$ cat src/rtl/poly_eval_driver_pkg.sv
// Shared types and constants for the quadratic evaluator driver.
package poly_eval_driver_pkg;

   localparam int DATA_W = 8;
   localparam logic [DATA_W-1:0] DATA_ZERO = {DATA_W{1'b0}};

   localparam logic [1:0] IDX_A = 2'd0;
   localparam logic [1:0] IDX_B = 2'd1;
   localparam logic [1:0] IDX_C = 2'd2;
   localparam logic [1:0] IDX_X = 2'd3;

   typedef enum logic [1:0] {
      ST_IDLE     = 2'd0,
      ST_DRIVE_HI = 2'd1,
      ST_DRIVE_LO = 2'd2,
      ST_WAIT_RES = 2'd3
   } state_e;

   // All arithmetic stays 8 bits wide, so the truncation gives mod 256 directly.
   function automatic logic [DATA_W-1:0] poly_mod256(
      input logic [DATA_W-1:0] a,
      input logic [DATA_W-1:0] b,
      input logic [DATA_W-1:0] c,
      input logic [DATA_W-1:0] x
   );
      logic [DATA_W-1:0] x2_s;
      logic [DATA_W-1:0] ax2_s;
      logic [DATA_W-1:0] bx_s;
      x2_s  = x * x;
      ax2_s = a * x2_s;
      bx_s  = b * x;
      return ax2_s + bx_s + c;
   endfunction

endpackage

$ cat src/rtl/poly_eval_ref_model.sv
// Combinational reference for (a*x*x + b*x + c) mod 256; only instantiated
// when the driver is built with POLY_EVAL_DRIVER_CHECK_EN.
module poly_eval_ref_model
   import poly_eval_driver_pkg::*;
(
   input  logic [DATA_W-1:0] a,
   input  logic [DATA_W-1:0] b,
   input  logic [DATA_W-1:0] c,
   input  logic [DATA_W-1:0] x,
   output logic [DATA_W-1:0] result
);

   assign result = poly_mod256(a, b, c, x);

endmodule

$ cat src/rtl/poly_eval_driver.sv
// Drives A, B, C, X onto the evaluator with Go press/release, then collects the result.
// Optional result self-check: define POLY_EVAL_DRIVER_CHECK_EN to add the chk_err port.
module poly_eval_driver
   import poly_eval_driver_pkg::*;
#(
   parameter int GO_HI_CYCLES = 2,
   parameter int GO_LO_CYCLES = 2,
   parameter int TIMEOUT      = 32
) (
   input  logic              clk,
   input  logic              rst_n,
   input  logic              req_valid,
   output logic              req_ready,
   input  logic [DATA_W-1:0] req_a,
   input  logic [DATA_W-1:0] req_b,
   input  logic [DATA_W-1:0] req_c,
   input  logic [DATA_W-1:0] req_x,
   output logic [DATA_W-1:0] DataIn,
   output logic              Go,
   input  logic [DATA_W-1:0] DataResult,
   input  logic              ResultValid,
   output logic              rsp_valid,
   output logic [DATA_W-1:0] rsp_data,
   output logic              rsp_timeout,
   output logic              busy
`ifdef POLY_EVAL_DRIVER_CHECK_EN
   ,
   output logic              chk_err
`endif
);

   localparam int MAX_HL = (GO_HI_CYCLES > GO_LO_CYCLES) ? GO_HI_CYCLES : GO_LO_CYCLES;
   localparam int MAX_P  = (MAX_HL > TIMEOUT) ? MAX_HL : TIMEOUT;
   localparam int CNT_W  = $clog2(MAX_P) + 1;

   localparam logic [CNT_W-1:0] CNT_ZERO = {CNT_W{1'b0}};
   localparam logic [CNT_W-1:0] CNT_ONE  = {{(CNT_W-1){1'b0}}, 1'b1};
   localparam logic [CNT_W-1:0] HI_LAST  = CNT_W'(GO_HI_CYCLES - 1);
   localparam logic [CNT_W-1:0] LO_LAST  = CNT_W'(GO_LO_CYCLES - 1);
   localparam logic [CNT_W-1:0] TO_LAST  = CNT_W'(TIMEOUT - 1);

   state_e            state_r;
   logic [CNT_W-1:0]  cnt_r;
   logic [1:0]        idx_r;
   logic [DATA_W-1:0] opnd_a_r;
   logic [DATA_W-1:0] opnd_b_r;
   logic [DATA_W-1:0] opnd_c_r;
   logic [DATA_W-1:0] opnd_x_r;
   logic              go_r;
   logic [DATA_W-1:0] data_in_r;
   logic              rsp_valid_r;
   logic [DATA_W-1:0] rsp_data_r;
   logic              rsp_timeout_r;
   logic              busy_r;
   logic              ready_r;
   logic [1:0]        idx_nxt_s;
   logic [DATA_W-1:0] next_opnd_s;
   logic              res_mismatch_s;

`ifdef POLY_EVAL_DRIVER_CHECK_EN
   logic [DATA_W-1:0] model_s;
   logic              chk_err_r;

   poly_eval_ref_model u_ref_model (
      .a      (opnd_a_r),
      .b      (opnd_b_r),
      .c      (opnd_c_r),
      .x      (opnd_x_r),
      .result (model_s)
   );

   assign res_mismatch_s = (DataResult != model_s);
   assign chk_err        = chk_err_r;
`else
   assign res_mismatch_s = 1'b0;
`endif

   // Operand that goes onto DataIn when stepping to the next index.
   always_comb begin
      idx_nxt_s   = idx_r + 2'd1;
      next_opnd_s = DATA_ZERO;
      case (idx_nxt_s)
         IDX_A:   next_opnd_s = opnd_a_r;
         IDX_B:   next_opnd_s = opnd_b_r;
         IDX_C:   next_opnd_s = opnd_c_r;
         IDX_X:   next_opnd_s = opnd_x_r;
         default: next_opnd_s = DATA_ZERO;
      endcase
   end

   // Transaction FSM with its counters and all registered outputs.
   always_ff @(posedge clk or negedge rst_n) begin
      if (!rst_n) begin
         state_r       <= ST_IDLE;
         cnt_r         <= CNT_ZERO;
         idx_r         <= IDX_A;
         opnd_a_r      <= DATA_ZERO;
         opnd_b_r      <= DATA_ZERO;
         opnd_c_r      <= DATA_ZERO;
         opnd_x_r      <= DATA_ZERO;
         go_r          <= 1'b0;
         data_in_r     <= DATA_ZERO;
         rsp_valid_r   <= 1'b0;
         rsp_data_r    <= DATA_ZERO;
         rsp_timeout_r <= 1'b0;
         busy_r        <= 1'b0;
         ready_r       <= 1'b1;
`ifdef POLY_EVAL_DRIVER_CHECK_EN
         chk_err_r     <= 1'b0;
`endif
      end else begin
         rsp_valid_r   <= 1'b0;
         rsp_timeout_r <= 1'b0;
`ifdef POLY_EVAL_DRIVER_CHECK_EN
         chk_err_r     <= 1'b0;
`endif
         case (state_r)
            ST_IDLE: begin
               if (req_valid && ready_r) begin
                  opnd_a_r  <= req_a;
                  opnd_b_r  <= req_b;
                  opnd_c_r  <= req_c;
                  opnd_x_r  <= req_x;
                  idx_r     <= IDX_A;
                  cnt_r     <= CNT_ZERO;
                  data_in_r <= req_a;
                  go_r      <= 1'b1;
                  ready_r   <= 1'b0;
                  busy_r    <= 1'b1;
                  state_r   <= ST_DRIVE_HI;
               end
            end
            ST_DRIVE_HI: begin
               if (cnt_r == HI_LAST) begin
                  cnt_r   <= CNT_ZERO;
                  go_r    <= 1'b0;
                  state_r <= ST_DRIVE_LO;
               end else begin
                  cnt_r <= cnt_r + CNT_ONE;
               end
            end
            ST_DRIVE_LO: begin
               if (cnt_r == LO_LAST) begin
                  cnt_r <= CNT_ZERO;
                  if (idx_r == IDX_X) begin
                     state_r <= ST_WAIT_RES;
                  end else begin
                     idx_r     <= idx_nxt_s;
                     data_in_r <= next_opnd_s;
                     go_r      <= 1'b1;
                     state_r   <= ST_DRIVE_HI;
                  end
               end else begin
                  cnt_r <= cnt_r + CNT_ONE;
               end
            end
            ST_WAIT_RES: begin
               // A valid result takes priority over a timeout in the same cycle.
               if (ResultValid) begin
                  rsp_data_r  <= DataResult;
                  rsp_valid_r <= 1'b1;
`ifdef POLY_EVAL_DRIVER_CHECK_EN
                  chk_err_r   <= res_mismatch_s;
`endif
                  ready_r     <= 1'b1;
                  busy_r      <= 1'b0;
                  state_r     <= ST_IDLE;
               end else if (cnt_r == TO_LAST) begin
                  rsp_timeout_r <= 1'b1;
                  ready_r       <= 1'b1;
                  busy_r        <= 1'b0;
                  state_r       <= ST_IDLE;
               end else begin
                  cnt_r <= cnt_r + CNT_ONE;
               end
            end
            default: begin
               go_r    <= 1'b0;
               cnt_r   <= CNT_ZERO;
               ready_r <= 1'b1;
               busy_r  <= 1'b0;
               state_r <= ST_IDLE;
            end
         endcase
      end
   end

   assign req_ready   = ready_r;
   assign DataIn      = data_in_r;
   assign Go          = go_r;
   assign rsp_valid   = rsp_valid_r;
   assign rsp_data    = rsp_data_r;
   assign rsp_timeout = rsp_timeout_r;
   assign busy        = busy_r;

endmodule

$ cat config.mk
export PLATFORM = sky130hd
export DESIGN_NAME = poly_eval_driver
export DESIGN_NICKNAME = d
export VERILOG_FILES = /design/src/rtl/poly_eval_driver_pkg.sv /design/src/rtl/poly_eval_ref_model.sv /design/src/rtl/poly_eval_driver.sv
export SDC_FILE = /design/constraint.sdc
export NUM_CORES = 1
export LEC_CHECK = 0
export ABC_AREA = 0
export CORE_MARGIN = 2
export CORE_UTILIZATION = 54
export CTS_CLUSTER_SIZE = 30
export DETAILED_ROUTE_END_ITERATION = 7
export GPL_ROUTABILITY_DRIVEN = 0
export PLACE_DENSITY = 0.89
export SLEW_MARGIN = 30
export SYNTH_ARGS = -nofsm -noshare
export SYNTH_HDL_FRONTEND = slang
export SYNTH_SLANG_ARGS = --single-unit
$ cat constraint.sdc
create_clock -name clk -period 3.05 [get_ports clk]
set_input_delay 0.915 -clock clk [delete_from_list [all_inputs] [get_ports clk]]
set_output_delay 0.915 -clock clk [all_outputs]
set_load 0.01 [all_outputs]
==> flow_summary.yaml <==
yosys:
  synth-seq-cells: 63
  async_flop_share_pct: 100
  syn_inst: 241
  yosysSeqAreaShare_pct: 52.1
  netlist_area_sq_um: 3030
  synth-edff-count: 0
  synth.distinct_cells: 46
  synth_most_common_cell: "dfrtp_1"
  synth.largest_area_cell: "dfrtp_1"
  ys.warnings.count: 0
  avgSynthCellArea_sq_um: 12.6
  synth_top_cell_area_share_pct: 51.3
  synthFlopType: "dfrtp_1"
  synthTopCellsByCount: "dfrtp_1 (62), mux2_2 (56), nand2_1 (14), ha_1 (12), o21ai_0 (11)"
  yosys-top-cells-area: "dfrtp_1 (51%), mux2_2 (21%), ha_1 (5.0%), a222oi_1 (2.6%), o21ai_0 (1.8%)"
  synth_fp_nets: 297
power_and_ir_drop:
  leakagePower_nw: 1.67
  power.share.sequential_pct: 36.4
  ir_drop_mv: 0.627
  power_density_nw_per_um2: 1020
  p_sw_share_pct: 33.7
  power_frac_clock_pct: 19.7
  power.switching_mw: 1.35
  p_int_mw: 2.66
  p_comb_share_pct: 43.9
route:
  wl_per_cell_microns: 16.5
  drcViolationCount: 0
  routed_wl_microns: 6340
  dr.first_iter.drc_count: 179
  drtPass1Iterations: 5
  vias_per_cell: 5.69
  final_antenna_net_count: 0
  vias: 2185
sta:
  slew_headroom_pct: 50.0
  hold_viol_final: 0
  tns_ns: 0
  setup_violations: 0
  tightest_slew_ns: 0.749
  period_minus_slack_ns: 2.39
  finalCritPeriodShare_pct: 78.3
  fmax_mhz: 419
  fin_skew_ns: 0.0117
  rsz0062_at_grt: "false"
  slew_viol_final: 0
clock_tree:
  post_cts_resized: 0
  ctsHoldBuffers: 0
  htreeDepth: 3
  cts_setup_buffers: 0
  cts_tree: "yes"
  numCtsBuffers: 9
  cts_root_buf: "clkbuf_8"
  clk_transition_reported_paths_ns: 0.07
  clock_latency_ns: 0.35
  clock-sinks: 63
  cts_buffer_depth: 2
setup_path:
  crit_fanout: 17
  endpoint_kind: "flip-flop"
  cp.arrival_ns: 2.62
  slowest_stage: "ha_1"
  start_kind: "flip-flop"
  worstSetupPathType: "flip-flop to flip-flop"
  critPathTopFamily: "adder cells"
  cp_num_buf_inv: 1
  crit_required_ns: 3.28
  cp_slowest_stage_delay_ns: 0.62
  worstPathCellList: "inv_1 -> ha_1 -> nand4b_1 -> a21oi_2 -> mux2_2"
place:
  dp.cells: 368
  hpwl_microns: 4510
  io_buffers: 64
die:
  die-area_sq_um: 6220
  chipWidth_microns: 78.9
  fp-row-count: 27
  core_area_sq_um: 5470
  die_h_microns: 78.9
  ioPinCount: 65
  start_util_pct: 55.3
grt:
  grt.total_usage_pct: 22.3
  grt_overflow: 0
  grt_pass1_wl_microns: 10500
  grt_pass1_vias: 2230
  grt_max_degree: 33
  antenna_found_initial: 0
layout:
  final_cells: 384
  regArea_sq_um: 1580
  syn_to_final_growth_pct: 30.5
  n_fill_cell: 394
  nNetsFinal: 363
  diodes: 0
  drive_gt1_share_pct: 26.6
  multi_input_comb_area_sq_um: 1360
run_status:
  outcome: "completed"
min_path:
  hold_class: "flip-flop to flip-flop"
run:
  cap_violations: 0
[path summary, 6_finish.rpt]
kind	cells after the start	slack [ns]	to	start
min in group asynchronous	1	0.62	opnd_c_r[1]$_DFFE_PN0P_	rst_n
hold / removal	1	0.48	Go$_DFFE_PN0P_	Go$_DFFE_PN0P_
setup / recovery	5	0.66	DataIn[6]$_DFFE_PN0P_	state_r[0]$_DFFE_PN0P_
hold reg to reg	1	0.48	Go$_DFFE_PN0P_	Go$_DFFE_PN0P_
max in group asynchronous	2	1.74	req_ready$_DFFE_PN1P_	rst_n
setup reg to reg	5	0.66	DataIn[6]$_DFFE_PN0P_	state_r[0]$_DFFE_PN0P_
[metrics by stage]
stage          cell area (sq um)  hold WS [ns]  total power, mW  worst slack [ns]  utilization [%]
2_1_floorplan               3030         0.478             2.58             0.992                -
3_3_place_gp                3740         0.463             3.14             0.387             68.3
3_5_place_dp                3740         0.471             3.23             0.339             68.3
4_1_cts                     3950         0.483             4.03             0.668             72.2
5_1_grt                     3950         0.492             4.28             0.488             72.2
6_report                    3950         0.476             4.01             0.662             72.2
[placed cells by master (no fill, tap or decap), drive strengths merged, types with 3 or more instances in the layout]
master and count:
a21boi 3, a21oi 3, a222oi 8, and3 3, buf 5, clkbuf 10
clkdlybuf4s50 63, dfrtp 62, ha 12, inv 7, mux2 56, nand2 14
nor2 10, nor2b 3, o21ai 12
[sequential cells by signal (all words and copies together), names as in the netlist, 2 cells and up]
| name | count |
|---|---|
| cnt_r | 6 |
| opnd_c_r | 8 |
| state_r | 2 |
| DataIn | 8 |
| rsp_data | 8 |
| opnd_x_r | 8 |
| opnd_b_r | 8 |
| idx_r | 2 |
| opnd_a_r | 8 |
[power groups by stage]
stage | clock network, mW | logic (mW) | registers, mW
floorplan | 0 | 1.11 | 1.47
global placement | 0 | 1.69 | 1.45
detailed placement | 0 | 1.76 | 1.47
CTS | 0.800 | 1.77 | 1.46
global route | 0.846 | 1.93 | 1.51
finish | 0.791 | 1.76 | 1.46
[kinds of logic (layout without fill, tap and decap cells)]
family	Yosys count	after routing	synth area share [%]
buf+inv	20	91	2.81
compound gates	44	44	11.2
mux	56	56	20.8
flops	63	63	52.1
simple gates	46	46	8.10
fa+ha+maj	12	12	4.96
[per-layer routing]
layer  up-vias  global-route usage, %  routed length [microns]
li1       1014                      -                        -
met1      1085                   29.2                     2670
met2        72                   34.9                     3210
met3        14                   5.34                      303
met4         0                   10.9                      151
met5         -                      0                        0
[cell type report]
cell class / instances / share of cell area (%)
clock buffers: 10 / 3.23
clock inverters: 6 / 2.15
inverters: 7 / 0.665
multi-input cells: 158 / 34.5
flip-flops and latches: 63 / 40.0
well taps: 72 / 2.28
repair buffers: 68 / 17.2
[worst reg2reg max path, delay by kind of cell, from the launching register on]
family                   cells  cell delay (ns)
adder cells (fa/ha/maj)      1             0.62
buffers and inverters        1             0.15
multiplexers                 1             0.40
AO/OA/AOI/OAI                1             0.47
AND/OR/NAND/NOR              1             0.20
flip-flops                   1             0.42
Note: power is estimated with default switching activity, not from simulation.
